**src/rtl/riscv_pkg.sv**
```systemverilog
// Shared RV32 definitions for the load/store unit: funct3 width codes,
// the LSU state encoding and request-legality helpers.
package riscv_pkg;

  localparam logic [2:0] F3_B  = 3'd0;
  localparam logic [2:0] F3_H  = 3'd1;
  localparam logic [2:0] F3_W  = 3'd2;
  localparam logic [2:0] F3_BU = 3'd4;
  localparam logic [2:0] F3_HU = 3'd5;

  typedef enum logic [1:0] {
    IDLE = 2'd0,
    BUSY = 2'd1,
    DONE = 2'd2
  } lsu_state_t;

  function automatic logic f3_legal(input logic we, input logic [2:0] f3);
    if (we) return (f3 == F3_B) || (f3 == F3_H) || (f3 == F3_W);
    return (f3 == F3_B) || (f3 == F3_H) || (f3 == F3_W) ||
           (f3 == F3_BU) || (f3 == F3_HU);
  endfunction

  // Low funct3 bits encode access size for both signed and unsigned forms.
  function automatic logic f3_misaligned(input logic [2:0] f3, input logic [1:0] off);
    case (f3[1:0])
      2'b01:   return off[0];
      2'b10:   return off != 2'b00;
      default: return 1'b0;
    endcase
  endfunction

endpackage

```
**src/rtl/load_store_unit_if.sv**
```systemverilog
// Request/response bundle between EX, the load/store unit, writeback and
// the data-memory port. The slave modport is the LSU's view.
interface load_store_unit_if #(
  parameter int XLEN = 32,
  parameter int AW   = 32
);
  logic            req_valid;
  logic            req_we;
  logic [2:0]      req_funct3;
  logic [AW-1:0]   req_addr;
  logic [XLEN-1:0] req_wdata;
  logic            stall;
  logic            done;
  logic            err;
  logic [XLEN-1:0] load_data;
  logic            mem_req;
  logic            mem_we;
  logic [AW-1:0]   mem_addr;
  logic [3:0]      mem_wstrb;
  logic [XLEN-1:0] mem_wdata;
  logic            mem_ready;
  logic [XLEN-1:0] mem_rdata;

  modport slave (
    input  req_valid, req_we, req_funct3, req_addr, req_wdata, mem_ready, mem_rdata,
    output stall, done, err, load_data, mem_req, mem_we, mem_addr, mem_wstrb, mem_wdata
  );

  modport master (
    output req_valid, req_we, req_funct3, req_addr, req_wdata, mem_ready, mem_rdata,
    input  stall, done, err, load_data, mem_req, mem_we, mem_addr, mem_wstrb, mem_wdata
  );
endinterface

```
**src/rtl/load_align_ext.sv**
```systemverilog
// Combinational load formatter: picks the byte/half lane from the read word
// and sign- or zero-extends it according to funct3.
module load_align_ext
  import riscv_pkg::*;
#(
  parameter int XLEN = 32
) (
  input  logic [XLEN-1:0] rdata,
  input  logic [2:0]      funct3,
  input  logic [1:0]      offset,
  output logic [XLEN-1:0] data
);

  logic [7:0]  byte_sel;
  logic [15:0] half_sel;

  always_comb begin
    // NOTE: every output of a combinational block gets a value on every path,
    // otherwise synthesis infers a latch to hold the old value.
    byte_sel = rdata[{offset, 3'b000} +: 8];
    half_sel = offset[1] ? rdata[16 +: 16] : rdata[0 +: 16];
    case (funct3)
      F3_B:    data = {{(XLEN-8){byte_sel[7]}}, byte_sel};
      F3_H:    data = {{(XLEN-16){half_sel[15]}}, half_sel};
      F3_BU:   data = {{(XLEN-8){1'b0}}, byte_sel};
      F3_HU:   data = {{(XLEN-16){1'b0}}, half_sel};
      default: data = rdata;
    endcase
  end

endmodule

```
**src/rtl/load_store_unit.sv**
```systemverilog
// MEM-stage load/store unit: one access at a time, stalls EX until done.
// Define LSU_MISALIGN_TRAP_EN to trap misaligned accesses instead of aligning them down.
module load_store_unit
  import riscv_pkg::*;
#(
  parameter int XLEN = 32,
  parameter int AW   = 32
) (
  input logic         clock,
  input logic         nreset,
  load_store_unit_if.slave lsu
);

  lsu_state_t      state_q, state_d;
  logic            we_q, we_d;
  logic [2:0]      funct3_q, funct3_d;
  logic [1:0]      off_q, off_d;
  logic [AW-1:0]   addr_q, addr_d;
  logic [XLEN-1:0] wdata_q, wdata_d;
  logic [3:0]      wstrb_q, wstrb_d;
  logic            err_q, err_d;
  logic [XLEN-1:0] load_data_q, load_data_d;

  logic            req_legal;
  logic [1:0]      req_off;
  logic [3:0]      req_strb;
  logic [XLEN-1:0] req_wdata_fmt;
  logic [XLEN-1:0] fmt_data;
  logic            busy;

  load_align_ext #(.XLEN(XLEN)) u_align (
    .rdata  (lsu.mem_rdata),
    .funct3 (funct3_q),
    .offset (off_q),
    .data   (fmt_data)
  );

  always_comb begin
    req_legal = f3_legal(lsu.req_we, lsu.req_funct3);
    req_off   = lsu.req_addr[1:0];
`ifdef LSU_MISALIGN_TRAP_EN
    if (f3_misaligned(lsu.req_funct3, req_off)) req_legal = 1'b0;
`else
    case (lsu.req_funct3[1:0])
      2'b01:   req_off[0] = 1'b0;
      2'b10:   req_off    = 2'b00;
      default: ;
    endcase
`endif
    case (lsu.req_funct3[1:0])
      2'b00: begin
        req_strb      = 4'b0001 << req_off;
        req_wdata_fmt = {4{lsu.req_wdata[7:0]}};
      end
      2'b01: begin
        req_strb      = 4'b0011 << {req_off[1], 1'b0};
        req_wdata_fmt = {2{lsu.req_wdata[15:0]}};
      end
      default: begin
        req_strb      = 4'b1111;
        req_wdata_fmt = lsu.req_wdata;
      end
    endcase
  end

  always_comb begin
    state_d     = state_q;
    we_d        = we_q;
    funct3_d    = funct3_q;
    off_d       = off_q;
    addr_d      = addr_q;
    wdata_d     = wdata_q;
    wstrb_d     = wstrb_q;
    err_d       = err_q;
    load_data_d = load_data_q;
    case (state_q)
      IDLE: if (lsu.req_valid) begin
        we_d     = lsu.req_we;
        funct3_d = lsu.req_funct3;
        off_d    = req_off;
        addr_d   = {lsu.req_addr[AW-1:2], 2'b00};
        wdata_d  = req_wdata_fmt;
        wstrb_d  = req_strb;
        err_d    = !req_legal;
        state_d  = req_legal ? BUSY : DONE;
      end
      BUSY: if (lsu.mem_ready) begin
        if (!we_q) load_data_d = fmt_data;
        state_d = DONE;
      end
      DONE:    state_d = IDLE;
      default: state_d = IDLE;
    endcase
  end

  always_ff @(posedge clock or negedge nreset) begin
    // NOTE: registers use non-blocking assignment so every flop samples the
    // pre-edge values, independent of statement order.
    if (!nreset) begin
      state_q     <= IDLE;
      we_q        <= 1'b0;
      funct3_q    <= 3'd0;
      off_q       <= 2'd0;
      addr_q      <= '0;
      wdata_q     <= '0;
      wstrb_q     <= 4'd0;
      err_q       <= 1'b0;
      load_data_q <= '0;
    end else begin
      state_q     <= state_d;
      we_q        <= we_d;
      funct3_q    <= funct3_d;
      off_q       <= off_d;
      addr_q      <= addr_d;
      wdata_q     <= wdata_d;
      wstrb_q     <= wstrb_d;
      err_q       <= err_d;
      load_data_q <= load_data_d;
    end
  end

  assign busy          = (state_q == BUSY);
  assign lsu.mem_req   = busy;
  assign lsu.mem_we    = busy && we_q;
  assign lsu.mem_wstrb = (busy && we_q) ? wstrb_q : 4'b0000;
  assign lsu.mem_addr  = addr_q;
  assign lsu.mem_wdata = wdata_q;
  // Combinational so EX is held in the very cycle it presents the request.
  assign lsu.stall     = ((state_q == IDLE) && lsu.req_valid) || busy;
  assign lsu.done      = (state_q == DONE);
  assign lsu.err       = (state_q == DONE) && err_q;
  assign lsu.load_data = load_data_q;

endmodule
```
**src/flat_wrapper.sv**
```systemverilog
// flat-port wrapper written by rule: the top's interface ports become plain ports
module load_store_unit_flat import riscv_pkg::*;
#(
  parameter int XLEN = 32,
  parameter int AW   = 32
)
  (clock, nreset, lsu_req_valid, lsu_req_we, lsu_req_funct3, lsu_req_addr, lsu_req_wdata, lsu_mem_ready, lsu_mem_rdata, lsu_stall, lsu_done, lsu_err, lsu_load_data, lsu_mem_req, lsu_mem_we, lsu_mem_addr, lsu_mem_wstrb, lsu_mem_wdata);
  load_store_unit_if #(.XLEN(XLEN), .AW(AW)) lsu_i ();
  input logic clock;
  input logic nreset;
  input wire logic [$bits(lsu_i.req_valid)-1:0] lsu_req_valid;
  input wire logic [$bits(lsu_i.req_we)-1:0] lsu_req_we;
  input wire logic [$bits(lsu_i.req_funct3)-1:0] lsu_req_funct3;
  input wire logic [$bits(lsu_i.req_addr)-1:0] lsu_req_addr;
  input wire logic [$bits(lsu_i.req_wdata)-1:0] lsu_req_wdata;
  input wire logic [$bits(lsu_i.mem_ready)-1:0] lsu_mem_ready;
  input wire logic [$bits(lsu_i.mem_rdata)-1:0] lsu_mem_rdata;
  output wire logic [$bits(lsu_i.stall)-1:0] lsu_stall;
  output wire logic [$bits(lsu_i.done)-1:0] lsu_done;
  output wire logic [$bits(lsu_i.err)-1:0] lsu_err;
  output wire logic [$bits(lsu_i.load_data)-1:0] lsu_load_data;
  output wire logic [$bits(lsu_i.mem_req)-1:0] lsu_mem_req;
  output wire logic [$bits(lsu_i.mem_we)-1:0] lsu_mem_we;
  output wire logic [$bits(lsu_i.mem_addr)-1:0] lsu_mem_addr;
  output wire logic [$bits(lsu_i.mem_wstrb)-1:0] lsu_mem_wstrb;
  output wire logic [$bits(lsu_i.mem_wdata)-1:0] lsu_mem_wdata;
  assign lsu_i.req_valid = lsu_req_valid;
  assign lsu_i.req_we = lsu_req_we;
  assign lsu_i.req_funct3 = lsu_req_funct3;
  assign lsu_i.req_addr = lsu_req_addr;
  assign lsu_i.req_wdata = lsu_req_wdata;
  assign lsu_i.mem_ready = lsu_mem_ready;
  assign lsu_i.mem_rdata = lsu_mem_rdata;
  assign lsu_stall = lsu_i.stall;
  assign lsu_done = lsu_i.done;
  assign lsu_err = lsu_i.err;
  assign lsu_load_data = lsu_i.load_data;
  assign lsu_mem_req = lsu_i.mem_req;
  assign lsu_mem_we = lsu_i.mem_we;
  assign lsu_mem_addr = lsu_i.mem_addr;
  assign lsu_mem_wstrb = lsu_i.mem_wstrb;
  assign lsu_mem_wdata = lsu_i.mem_wdata;
  load_store_unit #(.XLEN(XLEN), .AW(AW)) u_core (.clock(clock), .nreset(nreset), .lsu(lsu_i));
endmodule
```
**config.mk**
```make
export PLATFORM = sky130hd
export DESIGN_NAME = load_store_unit_flat
export DESIGN_NICKNAME = d
export VERILOG_FILES = /design/src/rtl/riscv_pkg.sv /design/src/rtl/load_store_unit_if.sv /design/src/rtl/load_align_ext.sv /design/src/rtl/load_store_unit.sv /design/src/flat_wrapper.sv
export SDC_FILE = /design/constraint.sdc
export NUM_CORES = 1
export LEC_CHECK = 0
export BUFFER_PORTS_ARGS = -buffer_cell sky130_fd_sc_hd__buf_4
export CORE_MARGIN = 4
export CORE_UTILIZATION = 40
export CTS_BUF_LIST = sky130_fd_sc_hd__clkbuf_8
export CTS_CLUSTER_SIZE = 12
export DETAILED_ROUTE_END_ITERATION = 7
export GPL_ROUTABILITY_DRIVEN = 0
export GPL_TIMING_DRIVEN = 0
export PLACE_DENSITY = 0.71
export SETUP_SLACK_MARGIN = 0.4
export SLEW_MARGIN = 15
export SYNTH_ARGS = -nofsm -noshare
export SYNTH_HDL_FRONTEND = slang
export SYNTH_SLANG_ARGS = --single-unit
export TNS_END_PERCENT = 100
```
**constraint.sdc**
```tcl
create_clock -name clock -period 1.55 [get_ports clock]
set_input_delay 0.0775 -clock clock [delete_from_list [all_inputs] [get_ports clock]]
set_output_delay 0.0775 -clock clock [all_outputs]
set_load 0.005 [all_outputs]
```
==> qor.yml <==
die:
  start_util: 0.416
  die_h_um: 121
  core_um2: 12300
  io_pins: 209
  rows: 40
  dieArea_um2: 14600
  die-width_um: 121
clock_tree:
  clock-sinks: 107
  cts_tree: "done"
  clockBufferDepth: 2
  cts_made_buffers: 9
  cts-htree-levels: 3
  clock_latency_ns: 0.38
  cts_hold_buf: 88
  clk_pin_slew_ns: 0.10
  cts_root_buf: "clkbuf_8"
min_path:
  hp-class: "input pin to asynchronous set/reset pin"
setup_path:
  critPathMaxFanout: 10
  cp-end-kind: "flip-flop"
  crit_arrival_ns: 1.90
  r2r_slack_ns: -0.08
  path_class: "flip-flop to flip-flop"
  r2r_end: "u_core.lsu.load_data[17]"
  rr_worst_depth: 7
  worstPathRequired_ns: 1.82
  timing.rr.start: "u_core.off_q[1]"
  cp-start-kind: "flip-flop"
pwr:
  p_per_area_nw_per_um2: 1280
  power_uw: 12700
  p_leak_uw: 0.00466
  ir_drop_mv: 0.836
synth:
  synth.distinct_cells: 42
  syn_area_per_cell_um2: 9.16
  synthesis.instances: 557
  synth_edf_count: 0
  ys.flop_type: "dfrtp_1"
  synthArstFlopShare: 1.00
  ys_warn_count: 0
  syn-cell-area_um2: 5100
  synth-seq-cells: 107
  seq_area_frac_synth: 0.525
sta:
  skew_ns: 0.0153
  max_freq_mhz: 612
  slew-limit-headroom: 0.339
  hold_violations: 107
  setup_viol: 38
  worst_pin_slew_ns: 0.992
  grt_setup_unrepaired: "yes"
  hold_slack_ns: -0.167
  slew_viol_final: 0
  fin_ws_ns: -0.0842
  period_share: 1.05
  period_needed_ns: 1.63
route:
  routed_wl_mm: 22.9
  vias: 5951
  drt_iter0_drc: 544
  firstDrtPassIters: 7
  routedWlPerCell_um: 21.0
  drcViolationCount: 0
  drtAntennaViolNets: 0
  vias_per_cell: 5.44
finish:
  layout_commonest_cell: "buf_4"
  final_cell_mix: "215 x buf_4, 104 x dfrtp_1, 88 x dlygate4sd3_1, 75 x nand2_1, 46 x nand2_2"
  area_growth_pct: 93.9
  nNetsFinal: 1027
  utilization: 0.807
  antennaDiodeCount: 0
  drive_gt1_frac: 0.533
place:
  io_buffers: 206
  dp_hpwl_mm: 12.4
  dp_slack_ns: -0.179
status:
  status: "complete, but fails checks"
  violations: "negative hold slack, negative setup slack"
grt:
  use_met2: 0.484
  track_usage: 0.280
  use_met1: 0.334
  grt_pass1_vias: 6163
  grt_pass1_wl_mm: 32.3
  grt.busiest_layer: "met2"
  grt_overflow_total: 0
  antenna_found_initial: 0
  grtUsageMet3: 0.0681
  grt_max_degree: 108
job:
  cap_viol_max_count: 0
==> stage by stage <==
step                      cells  hold WS [ns]  TNS (ns)  area [um2]
final                      1093        -0.167     -1.71        9890
after global routing       1093       -0.0966     -5.97        9890
after CTS                  1082        -0.137    -0.440        9340
after detailed placement    932         0.272     -3.12        7000
after global placement      932         0.268     -2.68        7000
after floorplan             558        -0.218         0        5240
==> area by class of cell <==
class / instances / area [um2]
multi-input cells: 406 / 3070
inverters: 3 / 11.3
plain buffers: 43 / 514
well taps: 168 / 210
clock inverters: 4 / 25.0
fillers: 665 / 2370
flip-flops and latches: 107 / 2680
repair buffers: 350 / 3220
clock buffers: 12 / 165
==> cells by family after synthesis <==
group,count (synthesis),synth area share
muxes,18,0.0397
other,1,0.000735
buffers and inverters,46,0.0419
DFF,107,0.525
and+or+nand+nor,241,0.209
AOI/OAI and AO/OA,141,0.176
adders and majority gates,3,0.00736
==> routing by layer <==
metal  vias to the layer above  part of all wire  routed length, um
met1                      2874              0.37               8480
met4                         0             0.041                939
met3                        89             0.083               1910
met5                         -                 0                  0
li1                       2637                 -                  -
met2                       351              0.51              11600
==> cell usage after synthesis (all sizes together), types with 6 or more instances <==
master	n	area share
a21oi	32	0.032
a221oi	9	0.015
a22oi	14	0.021
a31oi	8	0.0098
and2	9	0.011
buf	20	0.023
clkbuf	23	0.017
dfrtp	107	0.52
mux2	8	0.018
mux2i	9	0.018
nand2	156	0.11
nand2b	7	0.0086
nand3	6	0.0059
nand3b	8	0.012
nor2	32	0.024
nor2b	10	0.012
o211ai	22	0.032
o21ai	49	0.055
==> sequential cells by signal (all words and copies together), names as in the netlist <==
| register | cells |
|---|---|
| u_core.funct3_q | 3 |
| u_core.err_q | 1 |
| u_core.lsu.mem_addr | 30 |
| u_core.state_q | 2 |
| u_core.we_q | 1 |
| u_core.wstrb_q | 4 |
| u_core.off_q | 2 |
| u_core.lsu.mem_wdata | 32 |
| u_core.lsu.load_data | 32 |
==> power by group <==
group	leakage, uW	internal, uW	switching, uW	total (uW)
Sequential	0.00126	3790	881	4670
Combinational	0.00330	3510	2810	6320
Clock	0.0000998	714	1000	1710
==> how the worst max path moves through the flow <==
stage	from	endpoint	slack, ns	depth (start not counted)
finish	u_core.off_q[1]	u_core.lsu.load_data[17]	-0.08	7
CTS	u_core.off_q[1]	u_core.lsu.load_data[18]	-0.04	6
detailed placement	u_core.we_q	u_core.lsu.load_data[18]	-0.18	6
global placement	u_core.we_q	u_core.lsu.load_data[31]	-0.16	6
floorplan	u_core.off_q[1]	u_core.lsu.load_data[16]	0.05	6
global route	u_core.off_q[1]	u_core.lsu.load_data[31]	-0.17	7
==> repair_timing <==
action	in CTS	in global routing
setup buffers	33	10
hold endpoints to repair	197	107
setup endpoints to repair	116	116
resized for setup	219	114
pin swaps	90	48
cloned	13	1
==> worst max-delay path, cell delays in order (launching register included) <==
cell and delay, ns:
dfrtp_1 0.40, buf_6 0.16, mux2_2 0.35, nand2_1 0.11, and3_1 0.18, buf_6 0.13, buf_12 0.14, o21ai_2 0.05
Note: power is estimated with default switching activity, not from simulation.
